**config.mk**
```make
export PLATFORM = sky130hd
export DESIGN_NAME = alu_serial_responder
export DESIGN_NICKNAME = d
export VERILOG_FILES = /design/src/rtl/alu_serial_responder.sv
export SDC_FILE = /design/constraint.sdc
export NUM_CORES = 1
export LEC_CHECK = 0
export CORE_UTILIZATION = 40
export CTS_CLUSTER_SIZE = 30
export DETAILED_ROUTE_END_ITERATION = 10
export HOLD_SLACK_MARGIN = 0.03
export SYNTH_ARGS = -nofsm -noshare
export SYNTH_HDL_FRONTEND = slang
export SYNTH_SLANG_ARGS = --single-unit
```
**constraint.sdc**
```tcl
create_clock -name clk -period 7.84 [get_ports clk]
set_input_delay 1.568 -clock clk [delete_from_list [all_inputs] [get_ports clk]]
set_output_delay 1.568 -clock clk [all_outputs]
set_load 0.05 [all_outputs]
```
**src/rtl/alu_serial_responder.sv**
```systemverilog
// alu_serial_responder: word-level ALU responder.
// Collects MIN_ARGS..MAX_ARGS data words and then one command word. It folds
// the buffered operand bytes into a 16-bit accumulator, one operand per cycle,
// and returns three words: status, result high byte and result low byte.
// Words are {type, payload[7:0], even parity}.
// Optional feature macro: ALU_MUL_EN adds command 0x06 (MUL).
//
// Handshakes: a word moves on a rising clk edge when valid && ready are both
// high. A producer holds valid and its word stable until that edge.
// out_word/out_valid are registered. in_ready is a decode of the state
// register.
module alu_serial_responder #(
  parameter int MAX_ARGS = 9,
  parameter int MIN_ARGS = 2
) (
  input  logic       clk,
  input  logic       rst_n,
  input  logic [9:0] in_word,
  input  logic       in_valid,
  output logic       in_ready,
  output logic [9:0] out_word,
  output logic       out_valid,
  input  logic       out_ready
);

  localparam int CW = $clog2(MAX_ARGS + 2);

  localparam logic [2:0] ST_IDLE     = 3'd0;
  localparam logic [2:0] ST_COLLECT  = 3'd1;
  localparam logic [2:0] ST_CALC     = 3'd2;
  localparam logic [2:0] ST_SEND_STS = 3'd3;
  localparam logic [2:0] ST_SEND_HI  = 3'd4;
  localparam logic [2:0] ST_SEND_LO  = 3'd5;

  logic [2:0]    state_q, state_d;
  logic [CW-1:0] count_q, count_d;
  logic [CW-1:0] idx_q, idx_d;
  logic [7:0]    arg_q [MAX_ARGS];
  logic [7:0]    arg_d [MAX_ARGS];
  logic [7:0]    op_q, op_d;
  logic [15:0]   acc_q, acc_d;
  logic          argerr_q, argerr_d;   // overflow beyond MAX_ARGS
  logic          parerr_q, parerr_d;   // any bad parity seen so far
  logic [2:0]    err_q, err_d;         // final {PARITY, ARGNUM, INVCMD}
  logic [9:0]    out_word_q, out_word_d;
  logic          out_valid_q, out_valid_d;

  logic in_fire;
  logic out_fire;
  logic par_bad;

  // Build a protocol word with its even-parity bit.
  function automatic logic [9:0] mk_word(input logic t, input logic [7:0] b);
    return {t, b, ^{t, b}};
  endfunction

  // Reports whether an opcode is outside the supported set.
  function automatic logic cmd_invalid(input logic [7:0] op);
    case (op)
      8'h01, 8'h02, 8'h03, 8'h04, 8'h05: return 1'b0;
`ifdef ALU_MUL_EN
      8'h06: return 1'b0;
`endif
      default: return 1'b1;
    endcase
  endfunction

  // Applies one accumulator step. The byte operand is zero-extended and the
  // result wraps modulo 2^16.
  function automatic logic [15:0] alu_step(input logic [7:0] op, input logic [15:0] a,
                                           input logic [7:0] b);
    logic [15:0] bz;
    bz = {8'h00, b};
    case (op)
      8'h01:   return a & bz;
      8'h02:   return a | bz;
      8'h03:   return a ^ bz;
      8'h04:   return a + bz;
      8'h05:   return a - bz;
`ifdef ALU_MUL_EN
      8'h06:   return a * bz;
`endif
      default: return 16'h0000;
    endcase
  endfunction

  assign in_ready  = (state_q == ST_COLLECT);
  assign out_word  = out_word_q;
  assign out_valid = out_valid_q;
  assign in_fire   = in_valid && in_ready;
  assign out_fire  = out_valid_q && out_ready;
  assign par_bad   = ^in_word;

  // Compute the next state, the operand buffer and the response registers.
  always_comb begin
    state_d     = state_q;
    count_d     = count_q;
    idx_d       = idx_q;
    arg_d       = arg_q;
    op_d        = op_q;
    acc_d       = acc_q;
    argerr_d    = argerr_q;
    parerr_d    = parerr_q;
    err_d       = err_q;
    out_word_d  = out_word_q;
    out_valid_d = out_valid_q;
    case (state_q)
      ST_IDLE: state_d = ST_COLLECT;
      ST_COLLECT: begin
        if (in_fire) begin
          if (par_bad) parerr_d = 1'b1;
          if (!in_word[9]) begin
            if (count_q < CW'(MAX_ARGS)) begin
              arg_d[count_q] = in_word[8:1];
              count_d        = count_q + CW'(1);
            end else begin
              argerr_d = 1'b1;
              count_d  = CW'(MAX_ARGS + 1);
            end
          end else begin
            op_d    = in_word[8:1];
            err_d   = {parerr_q | par_bad,
                       argerr_q | (count_q < CW'(MIN_ARGS)) | (count_q > CW'(MAX_ARGS)),
                       cmd_invalid(in_word[8:1])};
            acc_d   = {8'h00, arg_q[0]};
            idx_d   = CW'(1);
            state_d = ST_CALC;
          end
        end
      end
      ST_CALC: begin
        if (err_q != 3'b000) begin
          // An erroneous transaction spends one cycle here and returns 0.
          acc_d   = 16'h0000;
          state_d = ST_SEND_STS;
        end else begin
          acc_d = alu_step(op_q, acc_q, arg_q[idx_q]);
          idx_d = idx_q + CW'(1);
          if (idx_q == count_q - CW'(1)) state_d = ST_SEND_STS;
        end
      end
      ST_SEND_STS: begin
        // The first cycle here loads the status word. Later cycles wait
        // for the sink to take it.
        if (!out_valid_q) begin
          out_valid_d = 1'b1;
          out_word_d  = mk_word(1'b1, {5'b00000, err_q});
        end else if (out_fire) begin
          out_word_d = mk_word(1'b0, acc_q[15:8]);
          state_d    = ST_SEND_HI;
        end
      end
      ST_SEND_HI: begin
        if (out_fire) begin
          out_word_d = mk_word(1'b0, acc_q[7:0]);
          state_d    = ST_SEND_LO;
        end
      end
      ST_SEND_LO: begin
        if (out_fire) begin
          out_valid_d = 1'b0;
          count_d     = '0;
          argerr_d    = 1'b0;
          parerr_d    = 1'b0;
          err_d       = 3'b000;
          state_d     = ST_COLLECT;
        end
      end
      default: state_d = ST_IDLE;
    endcase
  end

  // Register all state. Reset abandons any transaction that is in flight.
  always_ff @(posedge clk or negedge rst_n) begin
    if (!rst_n) begin
      state_q     <= ST_IDLE;
      count_q     <= '0;
      idx_q       <= '0;
      for (int i = 0; i < MAX_ARGS; i++) arg_q[i] <= 8'h00;
      op_q        <= 8'h00;
      acc_q       <= 16'h0000;
      argerr_q    <= 1'b0;
      parerr_q    <= 1'b0;
      err_q       <= 3'b000;
      out_word_q  <= 10'h000;
      out_valid_q <= 1'b0;
    end else begin
      state_q     <= state_d;
      count_q     <= count_d;
      idx_q       <= idx_d;
      arg_q       <= arg_d;
      op_q        <= op_d;
      acc_q       <= acc_d;
      argerr_q    <= argerr_d;
      parerr_q    <= parerr_d;
      err_q       <= err_d;
      out_word_q  <= out_word_d;
      out_valid_q <= out_valid_d;
    end
  end

endmodule

```
==> metrics.txt, run 1 <==
Cell Chain, Critical Path=buf_4, mux4_2, nor2_1, nor3_1, a21oi_1, ha_1, and2_1, nand2_1, o21ai_0, ha_1, a21o_1, a211oi_1, nor2_1, mux2_1, a41oi_1, a21oi_1, a2bb2oi_1; Gate power share=0.503; post-CTS setup-driven buffer insertion count=0; layout net count=798; TritonCTS clock tree=done; proportion of total power due to net switching=0.4217; total negative slack=0 ps; met2 layer wire length in the routed design=9.186 mm; crit path max fanout=26; clk slew on worst S/H paths=roughly 60 ps; DRC violations left=0; dominant cells by area after synthesis=sky130_fd_sc_hd__dfrtp_1 (40%), sky130_fd_sc_hd__mux2_2 (11%), sky130_fd_sc_hd__ha_1 (6.6%); minimum clock period=about 4400 ps; number of antenna violations at the first check in global routing=0; largest stage delay on the critical path=550 ps; status=complete, no violations; worst clock skew=10.16 ps; internal cell power=2.260 mW; worst slack, placed=roughly 3500 ps; Worst Hold Slack=approximately 490 ps; final weighted congestion of routability-driven global placement=0.9049; via total after detailed routing=5526; number of primary I/O pins=26; number of max-capacitance violations reported=0; origin of the worst min-delay path=arg_q[57]; Async S/R FF share, synth=1.000; Net Sw Power=1.648 mW; cell count after synthesis=734; setup violators final=0; Synth cell types=between 60 and 70; number of hold violations in the final report=0; clock root buffer master=sky130_fd_sc_hd__clkbuf_16; # H-tree levels=4; category of the worst setup path capture point=flop; cell with the largest stage delay on the worst path=sky130_fd_sc_hd__mux4_2; fraction of final layout cells sized beyond drive strength 1=0.1936; flip-flop and latch count after synthesis=123; final wirelength=18.33 mm; die outline width=140.0 um; Hold Path Cell Cnt=1; detailed-routed wire length on met3=~500 um; Critical path buffers and inverters=1; count of clock tree sinks=123; number of hold-repair buffers added at the cts stage=0; largest buffer count on any clock path=2; starting density of the core=0.4074; Ant. Diodes=0; post-route setup slack=around 3500 ps; actual transition at the worst max-transition pin=1014 ps; pin count of the biggest net entering global routing=66; total die area=0.01961 sq mm; DR vias/cell=5.593; endpoint of the worst-slack reg-to-reg timing path=acc_q[15]; Max Clk Rate=228.8 MHz; Syn Std Cell Area=0.007621 sq mm; total leakage power=3.875 nW; global router's overall resource usage=0.1973; max-slew violation total from the final report=0; portion of total power attributed to sequential cells=0.288; maximum VDD drop=between 0.00015 and 0.0002 V; Syn-to-layout area delta=12.81%; Post-Syn Nets=~800; start of the worst register-to-register path=idx_q[0]; Yosys top cell by area=sky130_fd_sc_hd__dfrtp_1; Worst Setup Path Type=flop to flop; top-count cell post-synth=sky130_fd_sc_hd__dfrtp_1; Std-Cell Rows=50; family of cells with the greatest summed delay on the critical path=compound AO/OA/AOI/OAI gates; total number of cells along the worst setup path=17; number of synthesized flops with an enable pin=0; proportion of synthesized chip area in sequential cells=0.4039; Cell Count, Final, Fillers Out=988; critical path required time=about 8200 ps; CTS-repair resized insts=0; M1 WL=8.307 mm; fraction of power consumed by the clock network=0.209; Die Ht=140.0 um; Slew HR=0.3188; path category of the worst min-delay check=flop to flop; critical path data arrival time=4680 ps; first-pass iteration count of the detailed router=4; cell count of the worst reg-to-reg path=17; Warnings, synthesis=0; type of element launching the critical path=flop; Post-synth top cells=sky130_fd_sc_hd__dfrtp_1 (123), sky130_fd_sc_hd__mux2_2 (77), sky130_fd_sc_hd__nand2_1 (74), sky130_fd_sc_hd__nor2_1 (41), sky130_fd_sc_hd__o21ai_0 (41); most common flop cell mapped by yosys=sky130_fd_sc_hd__dfrtp_1; mean routed wirelength per cell=roughly 19 um; crit share post-route=0.5576; area of the core=0.01871 sq mm; cell count after placement=958; Min-Delay Endpoint=arg_q[57]; RSZ-0062 raised after global routing=false; wire length of the first global-routing pass=between 20 and 30 mm; number of buffers added by the clock tree synthesis step=17; critical path launch point=idx_q[0]; power per unit of standard cell area=between 400 and 500 mW/mm^2; area share of the largest cell type after synthesis=0.4039; average cell area after synthesis=10.38 sq um; highest routed metal layer=met4; Final ANT Viol Nets=0; number of buffers inserted by port buffering=25; source-to-sink clock delay at the later pin of the worst-skew pair=420 ps; detailed-placement wirelength estimate=13.26 mm; reg2reg setup slack=between 3000 and 4000 ps; Detailed Route Iter0 Violations=374; overflow left after global routing=0; via count of the first global-routing pass=approximately 5500
-- worst max path at each step --
stage                      endpoint  slack, ps
after floorplan           acc_q[15]       4160
after detailed placement  acc_q[15]       3470
after CTS                 acc_q[15]       3450
after global routing      acc_q[15]       3080
after global placement    acc_q[15]       3580
final                     acc_q[15]       3470
-- metrics by stage --
| stage | total power, mW | util | instance area [sq um] |
|---|---|---|---|
| 4_1_cts | 3.922 | 0.4596 | 8597 |
| 2_1_floorplan | 2.589 | - | 7621 |
| 3_5_place_dp | 3.078 | 0.4268 | 7984 |
| 3_3_place_gp | 3.031 | 0.4268 | 7984 |
| 5_1_grt | 4.189 | 0.4596 | 8597 |
| 6_report | 3.907 | 0.4596 | 8597 |
-- power groups by stage --
stage	Clock, mW	Combinational, mW	Sequential [mW]
after floorplan	0	1.51	1.08
after global placement	0	1.91	1.12
after detailed placement	0	1.95	1.13
after CTS	0.834	1.96	1.12
after global routing	0.860	2.17	1.16
final	0.818	1.96	1.12
-- cell families (layout without fill, tap and decap cells) --
family	after synthesis	in the layout	synth area share
adders and majority gates	41	41	0.06830
AOI/OAI and AO/OA	153	153	0.1289
muxes	110	110	0.1791
buffers and inverters	73	93	0.04302
xor gates and xnor gates	46	46	0.05286
DFF	123	123	0.4039
and+or+nand+nor	188	188	0.1240
-- state kept, by name (all words and copies together), names as in the netlist --
signal,flops
count_q,4
acc_q,16
arg_q,72
idx_q,4
argerr_q,1
out_valid,1
parerr_q,1
op_q,8
err_q,3
state_q,3
out_word,10
-- cells in the final DEF (no fill, tap or decap), types with 4 or more instances in the layout --
master	synthesis	routed
sky130_fd_sc_hd__nand3_1	12	12
sky130_fd_sc_hd__o31ai_1	8	8
sky130_fd_sc_hd__dfrtp_1	123	123
sky130_fd_sc_hd__a31oi_1	11	11
sky130_fd_sc_hd__a21oi_1	33	33
sky130_fd_sc_hd__nor2_1	41	41
sky130_fd_sc_hd__and2_1	4	4
sky130_fd_sc_hd__mux2i_1	13	13
sky130_fd_sc_hd__nand2_1	74	74
sky130_fd_sc_hd__nor3_1	14	14
sky130_fd_sc_hd__a21o_1	7	7
sky130_fd_sc_hd__a22oi_1	12	12
sky130_fd_sc_hd__nand4_1	6	6
sky130_fd_sc_hd__xor2_1	10	10
sky130_fd_sc_hd__mux4_2	8	8
sky130_fd_sc_hd__o211ai_1	6	6
sky130_fd_sc_hd__mux2_1	7	7
sky130_fd_sc_hd__mux2_2	77	77
sky130_fd_sc_hd__ha_1	40	40
sky130_fd_sc_hd__inv_1	35	35
sky130_fd_sc_hd__o22ai_1	6	6
sky130_fd_sc_hd__bufinv_16	0	4
sky130_fd_sc_hd__nor2b_1	5	5
sky130_fd_sc_hd__nand2_2	9	9
sky130_fd_sc_hd__or3_1	4	4
sky130_fd_sc_hd__xnor2_1	36	36
sky130_fd_sc_hd__o21ai_0	41	41
sky130_fd_sc_hd__clkdlybuf4s50_1	0	24
sky130_fd_sc_hd__clkbuf_16	0	17
-- cell type report --
cell class                 count  area [sq um]
tap                          234         292.8
fill                        1724         10110
clock inverter                11         170.2
timing repair buffer          27         262.8
sequential                   123          3078
clock buffer                  19         442.9
inverter                      36         135.1
multi-input combinational    538          4215
-- worst reg2reg max path, stage by stage, from the launching register on --
cell and delay (ps):
sky130_fd_sc_hd__dfrtp_1 320, sky130_fd_sc_hd__buf_4 390, sky130_fd_sc_hd__mux4_2 560, sky130_fd_sc_hd__nor2_1 100, sky130_fd_sc_hd__nor3_1 70, sky130_fd_sc_hd__a21oi_1 360
sky130_fd_sc_hd__ha_1 240, sky130_fd_sc_hd__and2_1 190, sky130_fd_sc_hd__nand2_1 100, sky130_fd_sc_hd__o21ai_0 260, sky130_fd_sc_hd__ha_1 370, sky130_fd_sc_hd__a21o_1 210
sky130_fd_sc_hd__a211oi_1 290, sky130_fd_sc_hd__nor2_1 80, sky130_fd_sc_hd__mux2_1 280, sky130_fd_sc_hd__a41oi_1 220, sky130_fd_sc_hd__a21oi_1 100, sky130_fd_sc_hd__a2bb2oi_1 140
-- per-layer routing --
metal	vias to the layer above	track usage
met1	2748	0.2515
met2	99	0.3392
met4	0	0.06420
li1	2651	-
met5	-	0
met3	28	0.03419
(Power assumes the default switching activity.)
==> run 2: changes to the inputs <==
- clock period: 7.84 -> 3.9 ns (I/O delays scaled with it)
==> metrics.txt, run 2 (synthesis results as in run 1) <==
number of max-capacitance violations reported=0 (unchanged); setup violators final=0 (unchanged); mean routed wirelength per cell=18.60 um (was 18.55 um); met2 layer wire length in the routed design=9.822 mm (was 9.186 mm); DRC violations left=0 (unchanged); number of antenna violations at the first check in global routing=0 (unchanged); TritonCTS clock tree=done (unchanged); number of hold violations in the final report=0 (unchanged); number of buffers added by the clock tree synthesis step=17 (unchanged); Std-Cell Rows=50 (unchanged); source-to-sink clock delay at the later pin of the worst-skew pair=420 ps (about the same); die outline width=140.0 um (unchanged); detailed-routed wire length on met3=608 um (was 504 um); clk slew on worst S/H paths=60 ps (about the same); Slew HR=0.3221 (was 0.3188); worst slack, placed=22.75 ps (was 3474 ps); largest stage delay on the critical path=490 ps (was 550 ps); Final ANT Viol Nets=0 (unchanged); final cell utilization of the core=0.4788 (was 0.4596); actual transition at the worst max-transition pin=1009 ps (was 1014 ps); total leakage power=4.070 nW (was 3.875 nW); clock root buffer master=sky130_fd_sc_hd__clkbuf_16 (unchanged); via total after detailed routing=5735 (was 5526); DR vias/cell=5.579 (was 5.593); leading cell type in the layout, fill and taps excluded=sky130_fd_sc_hd__dfrtp_1 (unchanged); largest buffer count on any clock path=2 (unchanged); path category of the worst min-delay check=input port to async pin (was flop to flop); Worst Hold Slack=444.0 ps (was 486.0 ps); overflow left after global routing=0 (unchanged); crit share post-route=0.9853 (was 0.5576); status=complete, no violations (unchanged); total die area=0.01961 sq mm (unchanged); pin count of the biggest net entering global routing=64 (was 66); Die Ht=140.0 um (unchanged); global router's overall resource usage=0.2082 (was 0.1973); flip-flop count of the largest register, all copies and words added=72 (unchanged); Cell Chain, Critical Path=buf_6, buf_4, mux4_2, nor2_2, nor3_1, a21oi_2, nand4_4, nor2_1, ha_1, mux2i_1, ha_1, a21oi_1, o21ai_1, o211ai_1, a21oi_1, or3_1, a32o_1 (was buf_4, mux4_2, nor2_1, nor3_1, a21oi_1, ha_1, and2_1, nand2_1, o21ai_0, ha_1, a21o_1, a211oi_1, nor2_1, mux2_1, a41oi_1, a21oi_1, a2bb2oi_1); number of hold-repair buffers added at the cts stage=0 (unchanged); worst clock skew=7.266 ps (was 10.16 ps); power per unit of standard cell area=920.8 mW/mm^2 (was 454.5 mW/mm^2); detailed-placement wirelength estimate=14.21 mm (was 13.26 mm); wire length of the first global-routing pass=31.64 mm (was 29.91 mm); crit path max fanout=7 (was 26); fraction of final layout cells sized beyond drive strength 1=0.2443 (was 0.1936); placed cell areas=0.008249 sq mm (was 0.007984 sq mm); max-slew violation total from the final report=0 (unchanged); Worst Setup Path Type=flop to flop (unchanged); final wirelength=19.12 mm (was 18.33 mm); critical path required time=4210 ps (was 8150 ps); Syn-to-layout area delta=17.52% (was 12.81%); first-pass iteration count of the detailed router=5 (was 4); Reg with most FFs=arg_q (unchanged); critical path data arrival time=4150 ps (was 4680 ps); starting density of the core=0.4074 (unchanged); highest routed metal layer=met4 (unchanged); cell with the largest stage delay on the worst path=sky130_fd_sc_hd__mux4_2 (unchanged); post-route cell area=0.008956 sq mm (was 0.008597 sq mm); Ant. Diodes=0 (unchanged); type of element launching the critical path=flop (unchanged); via count of the first global-routing pass=5827 (was 5499); number of buffers inserted by port buffering=25 (unchanged); M1 WL=8.299 mm (was 8.307 mm); # H-tree levels=4 (unchanged); final weighted congestion of routability-driven global placement=0.9573 (was 0.9049); Max Clk Rate=260.2 MHz (was 228.8 MHz); category of the worst setup path capture point=flop (unchanged); number of primary I/O pins=26 (unchanged); RSZ-0062 raised after global routing=true (was false); minimum clock period=3843 ps (was 4371 ps); total design power=8.247 mW (was 3.907 mW); post-route setup slack=57.17 ps (was 3469 ps); maximum VDD drop=0.0003759 V (was 0.0001773 V); area of the core=0.01871 sq mm (unchanged); layout net count=837 (was 798); count of clock tree sinks=123 (unchanged); most used cells in the layout excluding fill and tap cells=sky130_fd_sc_hd__dfrtp_1 (123), sky130_fd_sc_hd__mux2_2 (77), sky130_fd_sc_hd__nand2_1 (74) (unchanged); Detailed Route Iter0 Violations=496 (was 374)
run 2: critical path, delay by kind of cell (launching register included):
family / cells / cell delay (ps)
compound gates: 6 / 1130
fa+ha+maj: 2 / 540
buf+inv: 2 / 280
flops: 1 / 360
mux: 2 / 650
simple gates: 5 / 770
run 2: what timing repair did:
| item | in CTS | in global routing |
|---|---|---|
| gates resized for setup | 0 | 16 |
| setup endpoints to repair | 1 | 6 |
| gates cloned | 0 | 0 |
| pin swaps | 0 | 7 |
| buffers inserted | 0 | 7 |
run 2: through the flow:
step / cells / TNS [ps]
final: 1028 / 0
after global routing: 1028 / -330.4
after CTS: 1021 / -4.442
after detailed placement: 990 / 0
after global placement: 990 / 0
after floorplan: 734 / 0
run 2: power by group:
group	switching (mW)	leakage, nW	internal, mW
Combinational	2.44	2.19	2.02
Clock	0.593	0.279	1.00
Sequential	0.436	1.61	1.75
Total	3.47	4.07	4.78
run 2: cell type report:
class                   instances  area, sq um
inverters                      36        135.1
multi-input cells             538         4248
flip-flops and latches        123         3078
clock inverters                13        168.9
well taps                     234        292.8
repair buffers                 66        604.3
clock buffers                  18        429.2
fillers                      1679         9749
run 2: routing by layer:
metal  track usage  vias to the layer above
met5             0                        -
met2        0.3600                      133
li1              -                     2719
met1        0.2602                     2862
met4       0.07981                        0
met3       0.03419                       21
run 2: final timing paths:
path,depth (start not counted),end,slack [ps],start
max,17,acc_q[14],60,idx_q[0]
min reg2reg,2,op_q[6],480,op_q[6]
max in group asynchronous,2,arg_q[15],2630,rst_n
min in group clk,2,op_q[6],480,op_q[6]
max reg2reg,17,acc_q[14],60,idx_q[0]
min,1,out_word[7],440,rst_n
==> run 3: changes to the inputs <==
- CORE_UTILIZATION: 40 -> 37
==> metrics.txt, run 3 (synthesis results as in run 1) <==
endpoint of the worst-slack reg-to-reg timing path=acc_q[12] (was acc_q[14]); Gate power share=0.536 (was 0.541); die outline width=145.5 um (was 140.0 um); leading cell type in the layout, fill and taps excluded=sky130_fd_sc_hd__dfrtp_1 (unchanged); family of cells with the greatest summed delay on the critical path=compound AO/OA/AOI/OAI gates (unchanged); crit path max fanout=6 (was 7); critical path launch point=idx_q[0] (unchanged); power per unit of standard cell area=907.1 mW/mm^2 (was 920.8 mW/mm^2); post-route cell area=0.008986 sq mm (was 0.008956 sq mm); total leakage power=4.067 nW (was 4.070 nW); via count of the first global-routing pass=5482 (was 5827); mean routed wirelength per cell=17.29 um (was 18.60 um); Detailed Route Iter0 Violations=295 (was 496); cell with the largest stage delay on the worst path=sky130_fd_sc_hd__mux4_2 (unchanged); cell count of the worst reg-to-reg path=17 (unchanged); actual transition at the worst max-transition pin=968.9 ps (was 1009 ps); RSZ-0062 raised after global routing=true (unchanged); total design power=8.152 mW (was 8.247 mW); fraction of final layout cells sized beyond drive strength 1=0.2428 (was 0.2443); area of the core=0.02023 sq mm (was 0.01871 sq mm); status=complete, no violations (unchanged); portion of total power attributed to sequential cells=0.269 (was 0.265); number of buffers inserted by port buffering=25 (unchanged); final cell utilization of the core=0.4441 (was 0.4788); critical path data arrival time=4060 ps (was 4150 ps); count of clock tree sinks=123 (unchanged); global routing usage on met1=0.2391 (was 0.2602); Worst Setup Path Type=flop to flop (unchanged); category of the worst setup path capture point=flop (unchanged); type of element launching the critical path=flop (unchanged); worst clock skew=9.101 ps (was 7.266 ps); Die Ht=145.5 um (was 140.0 um); max-slew violation total from the final report=0 (unchanged); Final ANT Viol Nets=0 (unchanged); path category of the worst min-delay check=input port to async pin (unchanged); detailed-placement wirelength estimate=13.59 mm (was 14.21 mm); pin count of the biggest net entering global routing=95 (was 64); fraction of power consumed by the clock network=0.195 (was 0.194); largest buffer count on any clock path=2 (unchanged); via total after detailed routing=5607 (was 5735); post-route setup slack=150.7 ps (was 57.17 ps); worst slack, placed=-53.12 ps (was 22.75 ps); first-pass iteration count of the detailed router=4 (was 5); starting density of the core=0.3766 (was 0.4074); Slew HR=0.3491 (was 0.3221); Cell Chain, Critical Path=buf_12, mux4_2, nor2_1, nor3_1, a21oi_1, buf_4, nand3_4, nor2_2, ha_1, mux2i_1, ha_1, a21oi_2, o21ai_1, o211ai_1, a21oi_1, or3_1, a32o_1 (was buf_6, buf_4, mux4_2, nor2_2, nor3_1, a21oi_2, nand4_4, nor2_1, ha_1, mux2i_1, ha_1, a21oi_1, o21ai_1, o211ai_1, a21oi_1, or3_1, a32o_1); fraction of met3 tracks used by global routing=0.03354 (was 0.03419); largest stage delay on the critical path=490 ps (about the same); TritonCTS clock tree=done (unchanged); layout net count=837 (unchanged); number of buffers added by the clock tree synthesis step=17 (unchanged); most used cells in the layout excluding fill and tap cells=sky130_fd_sc_hd__dfrtp_1 (122), sky130_fd_sc_hd__mux2_2 (77), sky130_fd_sc_hd__nand2_1 (74) (was sky130_fd_sc_hd__dfrtp_1 (123), sky130_fd_sc_hd__mux2_2 (77), sky130_fd_sc_hd__nand2_1 (74)); global router's overall resource usage=0.1835 (was 0.2082); Reg with most FFs=arg_q (unchanged); proportion of total power due to net switching=0.4189 (was 0.4208); DR vias/cell=5.265 (was 5.579); clk slew on worst S/H paths=60 ps (about the same); final wirelength=18.42 mm (was 19.12 mm); critical path required time=4210 ps (about the same); met2 routing resource usage after global routing=0.3024 (was 0.3600); DRC violations left=0 (unchanged); maximum VDD drop=0.0003738 V (was 0.0003759 V); Critical path buffers and inverters=2 (unchanged); internal cell power=4.737 mW (was 4.777 mW); Syn-to-layout area delta=17.91% (was 17.52%); reg2reg setup slack=150 ps (was 60 ps); # H-tree levels=4 (unchanged); number of max-capacitance violations reported=0 (unchanged); Net Sw Power=3.415 mW (was 3.470 mW); placed cell areas=0.008289 sq mm (was 0.008249 sq mm); total die area=0.02118 sq mm (was 0.01961 sq mm); busiest grt layer=met2 (unchanged); minimum clock period=3749 ps (was 3843 ps); wire length of the first global-routing pass=30.10 mm (was 31.64 mm); final weighted congestion of routability-driven global placement=0.8647 (was 0.9573); number of hold violations in the final report=0 (unchanged); setup violators final=0 (unchanged); number of antenna violations at the first check in global routing=0 (unchanged); Ant. Diodes=0 (unchanged); source-to-sink clock delay at the later pin of the worst-skew pair=430 ps (was 420 ps); Worst Hold Slack=287.3 ps (was 444.0 ps); crit share post-route=0.9614 (was 0.9853); Std-Cell Rows=52 (was 50); Max Clk Rate=266.7 MHz (was 260.2 MHz); number of hold-repair buffers added at the cts stage=0 (unchanged); overflow left after global routing=0 (unchanged); flip-flop count of the largest register, all copies and words added=72 (unchanged); number of primary I/O pins=26 (unchanged); clock root buffer master=sky130_fd_sc_hd__clkbuf_16 (unchanged); start of the worst register-to-register path=idx_q[0] (unchanged)
[run 3: through the flow]
step                      instances  TNS (ps)
after floorplan                 734         0
after global placement         1027         0
final                          1065         0
after detailed placement       1027    -53.12
after CTS                      1059         0
after global routing           1065    -156.9
[run 3: power by group through the flow]
stage	Clock [mW]	Combinational (mW)	Sequential [mW]
after global placement	0	4.16	2.20
final	1.59	4.37	2.19
after global routing	1.68	4.82	2.25
after floorplan	0	3.04	2.16
after CTS	1.62	4.24	2.18
after detailed placement	0	4.20	2.20
[run 3: area by class of cell]
type | count | area, sq um
Inverter | 36 | 135.1
Multi-Input combinational cell | 538 | 4243
Sequential cell | 123 | 3079
Tap cell | 270 | 337.8
Clock inverter | 14 | 161.4
Clock buffer | 18 | 429.2
Fill cell | 1896 | 11250
Timing Repair Buffer | 66 | 600.6
[run 3: what timing repair did]
action	CTS	global route
setup buffers	0	6
pin swaps	1	2
setup endpoints to repair	2	4
gates resized for setup	3	13
[run 3: routing by layer]
metal,routed length [um],share of wire
met1,8549,0.46
met2,9038,0.49
met3,447,0.024
met4,383,0.021
met5,0,0
[run 3: worst max-delay path by stage]
stage                     end  slack [ps]  cells past startpoint
floorplan           acc_q[15]         220                     18
global placement    acc_q[15]          50                     15
detailed placement  acc_q[15]         -50                     17
CTS                 acc_q[12]          20                     17
global route        acc_q[14]         -70                     17
finish              acc_q[12]         150                     17
[run 3: worst reg2reg max path: stages (launching register included)]
cell and delay (ps):
sky130_fd_sc_hd__dfrtp_2 440, sky130_fd_sc_hd__buf_12 120, sky130_fd_sc_hd__mux4_2 490, sky130_fd_sc_hd__nor2_1 100, sky130_fd_sc_hd__nor3_1 60, sky130_fd_sc_hd__a21oi_1 200
sky130_fd_sc_hd__buf_4 180, sky130_fd_sc_hd__nand3_4 110, sky130_fd_sc_hd__nor2_2 100, sky130_fd_sc_hd__ha_1 220, sky130_fd_sc_hd__mux2i_1 150, sky130_fd_sc_hd__ha_1 300
sky130_fd_sc_hd__a21oi_2 130, sky130_fd_sc_hd__o21ai_1 90, sky130_fd_sc_hd__o211ai_1 270, sky130_fd_sc_hd__a21oi_1 120, sky130_fd_sc_hd__or3_1 310, sky130_fd_sc_hd__a32o_1 250
